==> src/rtl/ws2812_rx_decoder.sv <==
// WS2812 one-wire receiver: classifies high pulses into bits, assembles 24-bit GRB pixels, flags frame latch.
// Optional WS2812_RX_FWD_EN adds ws2812_data_out, which re-drives the line after the first pixel like a chained LED.
module ws2812_rx_decoder #(
  parameter int CNT_W        = 13,
  parameter int GLITCH_MIN   = 8,
  parameter int BIT_THRESH   = 48,
  parameter int MAX_HIGH     = 120,
  parameter int RESET_CYCLES = 4000,
  parameter int IDX_W        = 10
) (
  input  logic             clk_in,
  input  logic             rst_in,
  input  logic             ws2812_data_in,
  output logic             pixel_rdy_out,
  output logic [23:0]      pixel_data_out,
  output logic [IDX_W-1:0] pixel_idx_out,
  output logic             frame_rdy_out,
  output logic [IDX_W-1:0] frame_len_out,
  output logic             err_out
`ifdef WS2812_RX_FWD_EN
  ,
  output logic             ws2812_data_out
`endif
);

  typedef enum logic [1:0] {S_WAIT_LATCH, S_IDLE, S_HIGH, S_LOW} state_e;

  localparam logic [CNT_W-1:0] GLITCH_C = CNT_W'(GLITCH_MIN);
  localparam logic [CNT_W-1:0] THRESH_C = CNT_W'(BIT_THRESH);
  localparam logic [CNT_W-1:0] MAXHI_C  = CNT_W'(MAX_HIGH);
  localparam logic [CNT_W-1:0] RESET_C  = CNT_W'(RESET_CYCLES);

  function automatic logic [CNT_W-1:0] sat_inc(input logic [CNT_W-1:0] v);
    return (v == '1) ? v : v + CNT_W'(1);
  endfunction

  logic             s0_q, s1_q, lvl_q, rise_q, fall_q;
  state_e           state_q;
  logic [CNT_W-1:0] hcnt_q, lcnt_q, lcnt_inc_d;
  logic [22:0]      shift_q;
  logic [23:0]      shift_d;
  logic [4:0]       bitcnt_q;
  logic [IDX_W-1:0] pixcnt_q;
  logic             hi_over_d, fall_ev_d, glitch_d, bit_ev_d, bit_d;
  logic             pix_done_d, ovf_d, latch_d, err_d;

  // Two-stage synchronizer, then a level/edge register aligned so rise_q/fall_q coincide with lvl_q
  always_ff @(posedge clk_in) begin
    if (rst_in) begin
      s0_q   <= 1'b0;
      s1_q   <= 1'b0;
      lvl_q  <= 1'b0;
      rise_q <= 1'b0;
      fall_q <= 1'b0;
    end else begin
      s0_q   <= ws2812_data_in;
      s1_q   <= s0_q;
      lvl_q  <= s1_q;
      rise_q <= s1_q & ~lvl_q;
      fall_q <= ~s1_q & lvl_q;
    end
  end

  always_comb begin
    lcnt_inc_d = sat_inc(lcnt_q);
    hi_over_d  = (state_q == S_HIGH) && (hcnt_q > MAXHI_C);
    fall_ev_d  = (state_q == S_HIGH) && !hi_over_d && fall_q;
    glitch_d   = fall_ev_d && (hcnt_q < GLITCH_C);
    bit_ev_d   = fall_ev_d && !glitch_d;
    bit_d      = hcnt_q > THRESH_C;
    shift_d    = {shift_q, bit_d};
    pix_done_d = bit_ev_d && (bitcnt_q == 5'd23);
    ovf_d      = pix_done_d && (pixcnt_q == '1);
    latch_d    = (state_q == S_LOW) && !rise_q && (lcnt_inc_d >= RESET_C);
    err_d      = hi_over_d || glitch_d || ovf_d || (latch_d && (bitcnt_q != 5'd0));
  end

  always_ff @(posedge clk_in) begin
    if (rst_in) begin
      state_q        <= S_WAIT_LATCH;
      hcnt_q         <= '0;
      lcnt_q         <= '0;
      shift_q        <= '0;
      bitcnt_q       <= '0;
      pixcnt_q       <= '0;
      pixel_rdy_out  <= 1'b0;
      pixel_data_out <= '0;
      pixel_idx_out  <= '0;
      frame_rdy_out  <= 1'b0;
      frame_len_out  <= '0;
      err_out        <= 1'b0;
    end else begin
      pixel_rdy_out <= pix_done_d;
      frame_rdy_out <= latch_d && (pixcnt_q != '0);
      err_out       <= err_d;
      case (state_q)
        // Refuse to decode until a full latch interval, so we never lock on mid-frame
        S_WAIT_LATCH: begin
          if (lvl_q) begin
            lcnt_q <= '0;
          end else if (lcnt_inc_d >= RESET_C) begin
            state_q  <= S_IDLE;
            lcnt_q   <= '0;
            shift_q  <= '0;
            bitcnt_q <= '0;
            pixcnt_q <= '0;
          end else begin
            lcnt_q <= lcnt_inc_d;
          end
        end
        S_IDLE: begin
          if (rise_q) begin
            state_q <= S_HIGH;
            hcnt_q  <= CNT_W'(1);
          end
        end
        S_HIGH: begin
          if (hi_over_d) begin
            state_q  <= S_WAIT_LATCH;
            lcnt_q   <= '0;
            bitcnt_q <= '0;
          end else if (fall_ev_d) begin
            state_q <= S_LOW;
            lcnt_q  <= CNT_W'(1);
            if (bit_ev_d) begin
              shift_q <= shift_d[22:0];
              if (pix_done_d) begin
                pixel_data_out <= shift_d;
                pixel_idx_out  <= pixcnt_q;
                bitcnt_q       <= '0;
                if (!ovf_d) pixcnt_q <= pixcnt_q + IDX_W'(1);
              end else begin
                bitcnt_q <= bitcnt_q + 5'd1;
              end
            end
          end else begin
            hcnt_q <= sat_inc(hcnt_q);
          end
        end
        S_LOW: begin
          if (rise_q) begin
            state_q <= S_HIGH;
            hcnt_q  <= CNT_W'(1);
          end else if (latch_d) begin
            state_q  <= S_IDLE;
            lcnt_q   <= '0;
            shift_q  <= '0;
            bitcnt_q <= '0;
            pixcnt_q <= '0;
            if (pixcnt_q != '0) frame_len_out <= pixcnt_q;
          end else begin
            lcnt_q <= lcnt_inc_d;
          end
        end
        default: state_q <= S_WAIT_LATCH;
      endcase
    end
  end

`ifdef WS2812_RX_FWD_EN
  logic fwd_en_q;

  // The gate only opens on a pixel-completing falling edge, so the line is low when forwarding starts
  always_ff @(posedge clk_in) begin
    if (rst_in) begin
      fwd_en_q        <= 1'b0;
      ws2812_data_out <= 1'b0;
    end else begin
      ws2812_data_out <= fwd_en_q & lvl_q;
      if (err_d || latch_d) fwd_en_q <= 1'b0;
      else if (pix_done_d && (pixcnt_q == '0)) fwd_en_q <= 1'b1;
    end
  end
`endif

endmodule
==> config.mk <==
export PLATFORM = sky130hd
export DESIGN_NAME = ws2812_rx_decoder
export DESIGN_NICKNAME = d
export VERILOG_FILES = /design/src/rtl/ws2812_rx_decoder.sv
export SDC_FILE = /design/constraint.sdc
export NUM_CORES = 1
export LEC_CHECK = 0
export CORE_MARGIN = 4
export CORE_UTILIZATION = 40
export CTS_CLUSTER_SIZE = 24
export DETAILED_ROUTE_END_ITERATION = 8
export PLACE_DENSITY_LB_ADDON = 0.3
export SKIP_LAST_GASP = 1
export SLEW_MARGIN = 20
export SYNTH_ARGS = -nofsm -noshare
export SYNTH_HDL_FRONTEND = slang
export SYNTH_SLANG_ARGS = --single-unit
==> constraint.sdc <==
create_clock -name clk_in -period 7.65 [get_ports clk_in]
set_input_delay 0.765 -clock clk_in [delete_from_list [all_inputs] [get_ports clk_in]]
set_output_delay 0.765 -clock clk_in [all_outputs]
set_load 0.05 [all_outputs]
* Word-level counts from Yosys, hierarchy flattened
Index checks and enable logic that the tools add are counted.
** Word-level totals
- Flip-flop bits (word level) :: 118
- Output and inout port bits :: 47
- Word-level logic and storage cells :: 133
** Operators by class
- Add/subtract/negate cells :: 4
- $lt $le $gt $ge :: 4
- Equal/unequal tests :: 23
- Multiplexer cells :: 48
- Bitwise logic cells :: 6
- Reduce and logical (&&, ||, !) cells :: 31
** Operators with widths (count)
- 2-to-1 mux 23 bit :: 7
- 2-to-1 mux 13 bit :: 11
- 2-to-1 mux 10 bit :: 9
- case mux 23 bit (3 select lines) :: 1
- 2-to-1 mux 5 bit :: 8
- case mux 13 bit (3 select lines) :: 1
- case mux 10 bit (3 select lines) :: 1
- adder 13 x 1 -> 13 bit (second input constant) :: 2
- == test 13 bit (second input constant) :: 2
- case mux 13 bit (2 select lines) :: 1
- inequality test 2 bit (second input constant) :: 12
- case mux 5 bit (3 select lines) :: 1
- AND reduction 5 bit :: 3
- 2-to-1 mux 2 bit :: 7
- greater-or-equal comparator 13 x 12 -> 1 bit (second input constant) :: 1
- > comparator 13 x 6 -> 1 bit (second input constant) :: 1
- > comparator 13 x 7 -> 1 bit (second input constant) :: 1
- less-than comparator 13 x 4 -> 1 bit (second input constant) :: 1
- logical AND 1 bit :: 11
- adder 10 x 1 -> 10 bit (second input constant) :: 1
- == test 10 bit (second input constant) :: 1
- AND reduction 10 bit :: 1
- nonzero test 10 bit :: 1
- inequality test 3 bit (second input constant) :: 3
- 19 further kinds :: 28

* Logic depth before layout (Yosys ltp)
- Depth in word-level cells :: 16
- Gate-level depth with buffers :: 12
- Depth with buffers taken out :: 9

* Worst setup path before layout
No wires, ideal clock.
- Path kind :: flip-flop to flip-flop
- Start :: register hcnt_q[0]
- End :: register bitcnt_q[1]
- Setup time :: 0.070 ns
- Data arrival time :: 2.506 ns
- Data required time :: 7.580 ns
- Slack :: 5.074 ns
- Stages on the path, launching flop included :: 12
- Clock period less this slack :: 2.576 ns
- Cells stage by stage :: dfxtp_1 inv_1 ha_1 nor2b_1 o311a_1 buf_6 and2_4 buf_6 a2111oi_4 a21oi_2 or4_1 a21oi_1
** Between the ends
- Word-level cells in the longest chain between the ends :: 14
** RTL lines
- start, declared :: RTL line 39 : logic [CNT_W-1:0] hcnt_q, lcnt_q, lcnt_inc_d;
- start signal, assigned :: RTL line 137 : hcnt_q <= sat_inc(hcnt_q);
- > comparator 13 x 7 -> 1 bit :: RTL line 66 : hi_over_d = (state_q == S_HIGH) && (hcnt_q > MAXHI_C);
- logical AND 1 bit :: RTL line 66
- zero test 1 bit :: RTL line 67 : fall_ev_d = (state_q == S_HIGH) && !hi_over_d && fall_q;
- logical AND 1 bit (2 in a row) :: RTL line 67
- logical AND 1 bit :: RTL line 68 : glitch_d = fall_ev_d && (hcnt_q < GLITCH_C);
- zero test 1 bit :: RTL line 69 : bit_ev_d = fall_ev_d && !glitch_d;
- logical AND 1 bit :: RTL line 69
- logical AND 1 bit :: RTL line 72 : pix_done_d = bit_ev_d && (bitcnt_q == 5'd23);
- 2-to-1 mux 5 bit :: RTL line 127 : if (pix_done_d) begin
- 2-to-1 mux 5 bit :: RTL line 125 : if (bit_ev_d) begin
- 2-to-1 mux 5 bit :: RTL line 122 : end else if (fall_ev_d) begin
- 2-to-1 mux 5 bit :: RTL line 118 : if (hi_over_d) begin
- case mux 5 bit (3 select lines) :: RTL line 96 : case (state_q)
- end signal, assigned :: RTL line 133 : bitcnt_q <= bitcnt_q + 5'd1;
- end, declared :: RTL line 42 : logic [4:0] bitcnt_q;
Parallel ways exist; a longest one is shown, timed or not. The select of a mux whose other input is x is not followed.
A chain may end at the register's enable or synchronous reset.

* Worst setup path after layout
- Start :: register hcnt_q[7]
- End :: register pixcnt_q[6]
** Between the ends
- Word-level cells in the longest chain between the ends :: 12
** RTL lines
- > comparator 13 x 7 -> 1 bit :: RTL line 66
- logical AND 1 bit :: RTL line 66
- zero test 1 bit :: RTL line 67
- logical AND 1 bit (2 in a row) :: RTL line 67
- logical AND 1 bit :: RTL line 68
- zero test 1 bit :: RTL line 69
- logical AND 1 bit :: RTL line 69
- logical AND 1 bit :: RTL line 72
- logical AND 1 bit :: RTL line 73 : ovf_d = pix_done_d && (pixcnt_q == '1);
- inequality test 2 bit (no source line)
- AND reduction 10 bit (no source line) *
- end signal, assigned :: RTL line 131 : if (!ovf_d) pixcnt_q <= pixcnt_q + IDX_W'(1);
- end, declared :: RTL line 43 : logic [IDX_W-1:0] pixcnt_q;
Every way passes the cells marked *; elsewhere a longest branch is shown, timed or not.

==> flow_summary_export.csv <==
group,metric,value,unit
status,status,"complete, no violations",
logic_synthesis,syn_nets,575,
flow_run,maxCapViolCount,0,
finish,ff_latch_area,2360,sq um
hold_path,hp-class,"register to register",
logic_synthesis,syn_avg_cell_area,8.67,sq um
drt,antenna_left,0,
drt,vias,4193,
place,dp_cells,731,
floorplanning,die_h,119,microns
floorplanning,core_area,12000,sq um
worst_setup_path,crit_arrival,3.96,ns
worst_setup_path,worstSetupPathType,"register to register",
timing,period_share,47.7,%
worst_setup_path,critPathCaptureType,"register",
worst_setup_path,path_cells,"nor4_1 -> o311a_1 -> nand4_2 -> nor3_1 -> nand4_1 -> a21o_1 -> a31o_2",
logic_synthesis,yosys-top-cells-area,"dfxtp_1 48%, nand2_1 6.5%, a21oi_1 5.2%",
drt,avgRoutedWirePerCell,14.4,microns
floorplanning,start_util,40.8,%
drt,drt_first_pass_iters,5,
floorplanning,rows,40,
finish,syn2layout_area_growth,23.3,%
logic_synthesis,synth_seq_area_share,48.2,%
timing,rsz0062_at_grt,"false",
logic_synthesis,synth_top_cell_by_area,"dfxtp_1",
finish,multi_input_area,2340,sq um
logic_synthesis,synth_edf_count,0,
clock_tree,h-tree-depth,4,
finish,final_common_cell,"dfxtp_1",
pwr,power_density,233,nW/um^2
logic_synthesis,postSynthCellCount,565,
worst_setup_path,crit_required,7.96,ns
timing,fin_setup_tns,0,ns
floorplanning,die_x,119,microns
logic_synthesis,synth.top_cell.area_share,48.2,%
grt,grt_overflow,0,
timing,setup_viol,0,
timing,fin_crit,3.65,ns
logic_synthesis,ys_ff_latch,118,
pwr,p_leak,0.00215,uW
logic_synthesis,synthFlopType,"dfxtp_1",
floorplanning,ioPinCount,50,
place,gp_congestion,0.881,
timing,slew_viol_final,0,
floorplanning,die_area,14100,sq um
clock_tree,worstSkewPairLatency,0.41,ns
worst_setup_path,max_stage_delay,0.88,ns
place,portBuffers,49,
logic_synthesis,async_flop_share,0,%
clock_tree,cts_tree,"built",
grt,grt_max_degree,73,
clock_tree,cts_root_buf,"clkbuf_16",
worst_setup_path,critPathSlowestCell,"nand4_2",
clock_tree,postCtsSetupRepairBufs,0,
clock_tree,clock_sinks,118,
finish,drive_gt1_share,7.63,%
clock_tree,cts_resized,0,
worst_setup_path,worst-path-max-fanout,37,
grt,grt_util_all_layers,16.2,%
timing,fin_skew,0.00861,ns
drt,viasPerCell,5.50,
clock_tree,numCtsBuffers,17,
place,detailedPlace.worstSlack,4.09,ns
timing,worst_pin_slew,1.06,ns
drt,drt_iter0_drc,249,
pwr,max-vdd-ir-drop,0.170,mV
timing,fin_ws,4.00,ns
grt,grt_pass1_vias,4039,
drt,routed_wl,11000,microns
logic_synthesis,yosysWarnings,0,
finish,final_net_count,613,
finish,layout_common_cells,"118 x dfxtp_1, 85 x nand2_1, 65 x nor2_1",
clock_tree,cts.path.max_buffers,2,
place,dp_hpwl,7280,microns
timing,fmax,274,MHz
clock_tree,clk_pin_slew_worst_paths,0.06,ns
finish,nFillCells,1098,
grt,antenna_found_initial,0,
clock_tree,hold_buffers,0,
finish,n_antenna_cell,0,
grt,grt_pass1_wl,19000,microns
drt,remaining_drc_errors,0,
timing,hold_viol_final,0,
finish,final_cells,763,
logic_synthesis,synth_area,4900,sq um
logic_synthesis,yosysUniqueCellTypes,56,
timing,slew_headroom,28.9,%
worst_setup_path,startpoint_type,"register",
## synth_stat cells (all sizes together) (10+ instances only)
cell    number
a21oi       52
nand2       85
dfxtp      118
mux2i       13
nor2        66
o21ai       11
nand3       16
nand4       12
a22o        23
inv         14
xor2        10
clkbuf      29
a31oi       11
## final timing paths
kind	to	start	slack (ns)	cells past startpoint
max	pixcnt_q[6]	hcnt_q[7]	4.00	7
min	fall_q	s1_q	0.42	1
max reg2reg	pixcnt_q[6]	hcnt_q[7]	4.00	7
min reg2reg	fall_q	s1_q	0.42	1
## per-stage QoR
stage          util (%)  hold slack, ns  cell area (sq um)  power, uW
6_report           50.3           0.417               6040       1410
5_1_grt            50.3           0.430               6040       1460
4_1_cts            50.3           0.415               6040       1420
3_5_place_dp       45.5           0.402               5460        651
3_3_place_gp       45.5           0.398               5460        651
2_1_floorplan         -           0.390               4900        646
## sequential cells by signal (all words and copies together) (netlist names), 2 cells and up
signal	cells
bitcnt_q	5
frame_len_out	10
hcnt_q	13
lcnt_q	13
pixcnt_q	10
pixel_data_out	24
pixel_idx_out	10
shift_q	23
state_q	2
## layer usage
layer	part of all wire [%]	up-vias	track usage, %
li1	-	2097	-
met4	1.6	0	6.81
met5	0	-	0
met3	5.2	25	4.98
met2	47	122	26.3
met1	46	1949	19.9
## report_power, final
part	switching, uW	internal, uW	total (uW)
combinational	13.4	4.93	18.4
sequential	2.29	617	619
clock	288	481	769
## cells by family after synthesis
logic type,Yosys count,synth area share (%)
buffers and inverters,49,4.14
adders and majority gates,7,1.79
and+or+nand+nor,228,21.6
DFF,118,48.2
AOI/OAI and AO/OA,137,19.3
xor gates and xnor gates,13,2.32
muxes,13,2.66
## critical path: cells and delay by family (launching register included)
family | cells | cell delay, ns
compound gates | 3 | 0.91
simple gates | 4 | 2.29
flops | 1 | 0.34
## area by class of cell
type                       count  area share [%]
clock buffer                  18            7.10
clock inverter                14            2.48
inverter                      14           0.870
multi-input combinational    398            38.7
sequential                   118            39.1
tap                          147            3.04
timing repair buffer          54            8.66
Power figures use the tool's default switching activity.
==> RTL change (same flow settings) <==
Re-encode `state_e` (4 states) as one-hot, 4 bits wide.
--- a/src/rtl/ws2812_rx_decoder.sv
+++ b/src/rtl/ws2812_rx_decoder.sv
@@ -23,7 +23,7 @@
 `endif
 );
 
-  typedef enum logic [1:0] {S_WAIT_LATCH, S_IDLE, S_HIGH, S_LOW} state_e;
+  typedef enum logic [3:0] {S_WAIT_LATCH = 4'b0001, S_IDLE = 4'b0010, S_HIGH = 4'b0100, S_LOW = 4'b1000} state_e;
 
   localparam logic [CNT_W-1:0] GLITCH_C = CNT_W'(GLITCH_MIN);
   localparam logic [CNT_W-1:0] THRESH_C = CNT_W'(BIT_THRESH);
Behaviour: no difference found for any inputs over 4 cycles, from zero or initial values and one cycle with rst_in high; so few cycles prove little.
==> RTL change against the original RTL <==
  * Total power is 5.2% higher
  * Via count grew 12%
  * Design area grew 11%
  * Wire length grew 14%
  * Maximum frequency increased by 19%
  * Synthesized area up 13%
  * Sequential cell count up 2
  * Critical path depth rose by 1
  * Critical endpoint is now frame_len_out[5]
  * Setup slack gained 0.59 ns
==> RTL change: results (changes against the original RTL) <==
INFO  metric drive_above_1_share = 0.0927 (+0.0164)
INFO  metric yosys-top-cells-count = 162 x nand2_1, 120 x dfxtp_1, 54 x a21oi_1
INFO  metric num-multi-input-gates = 481 (+21%)
INFO  metric layoutNonFillerInstCount = 877 (+15%)
INFO  metric final-nonclk-buf-share = 0.0769 (-0.00968)
INFO  metric pin_count_of_the_biggest_net_entering_global_routing = 65 (-11%)
INFO  metric fin_worst_hold_slack = 0.441 ns (+0.0241 ns)
INFO  metric portion_of_the_post_synthesis_area_used_by_sequential_elements = 0.434 (-0.0482)
INFO  metric grt_pass1_vias = 4558 (+13%)
INFO  metric slowest_stage_delay_on_critical_path = 0.60 ns (-0.28 ns)
INFO  metric hold_end = s1_q
INFO  metric leakage = 0.00221 uW (+2.4%)
INFO  metric timing.rr.end = frame_len_out[5]
INFO  metric buffers = 53 (-1.9%)
INFO  metric post-place-cells = 845 (+16%)
INFO  metric dp.final_hpwl = 8.23 mm (+13%)
INFO  metric outcome = finished clean
INFO  metric multi_input_combinational_area_share = 0.432 (+0.0443)
INFO  metric muxShareOfSynthArea = 0.0642 (+0.0376)
INFO  metric syn_nets = 665 (+16%)
INFO  metric ys_ff_latch = 120 (+1.7%)
INFO  metric post_synth_main_area_contributors = dfxtp_1 43%, nand2_1 11%, mux2i_1 6.1%
INFO  metric first_pass_grt_wire_length = 21.7 mm (+14%)
INFO  metric floorplan.initialDensity = 0.413 (+0.00517)
INFO  metric share_of_the_synthesized_area_in_compound_gates_ao_oa_aoi_oai = 0.165 (-0.0276)
INFO  metric critPathMaxFanout = 11 (-70%)
-- RTL change: changes by cell type after synthesis, moves of 7 or more --
cell	delta
nand2_1	+77
o21ai_1	+7
nor2_1	-23
clkbuf_1	-7
mux2i_1	+21
a22o_1	-23
-- RTL change: cells by family after synthesis --
kind of cell             after synthesis
flip-flops                           120
buffers and inverters                 54
adder cells (fa/ha/maj)                7
multiplexers                          35
AO/OA/AOI/OAI                        128
XOR/XNOR                              11
AND/OR/NAND/NOR                      300
-- RTL change: power by group --
part / total [uW] / switching [uW] / internal (uW)
combinational: 19.0 / 14.5 / 4.55
sequential: 630 / 2.45 / 627
clock: 832 / 312 / 519
total: 1480 / 329 / 1150
-- RTL change: routing by layer --
layer  GRT usage  part of all wire  vias up  routed length [um]
li1            -                 -     2361                   -
met1       0.219              0.47     2230                5920
met2       0.253              0.47      109                5890
met3      0.0457             0.047       14                 596
met4      0.0542             0.014        0                 172
met5           0                 0        -                   0
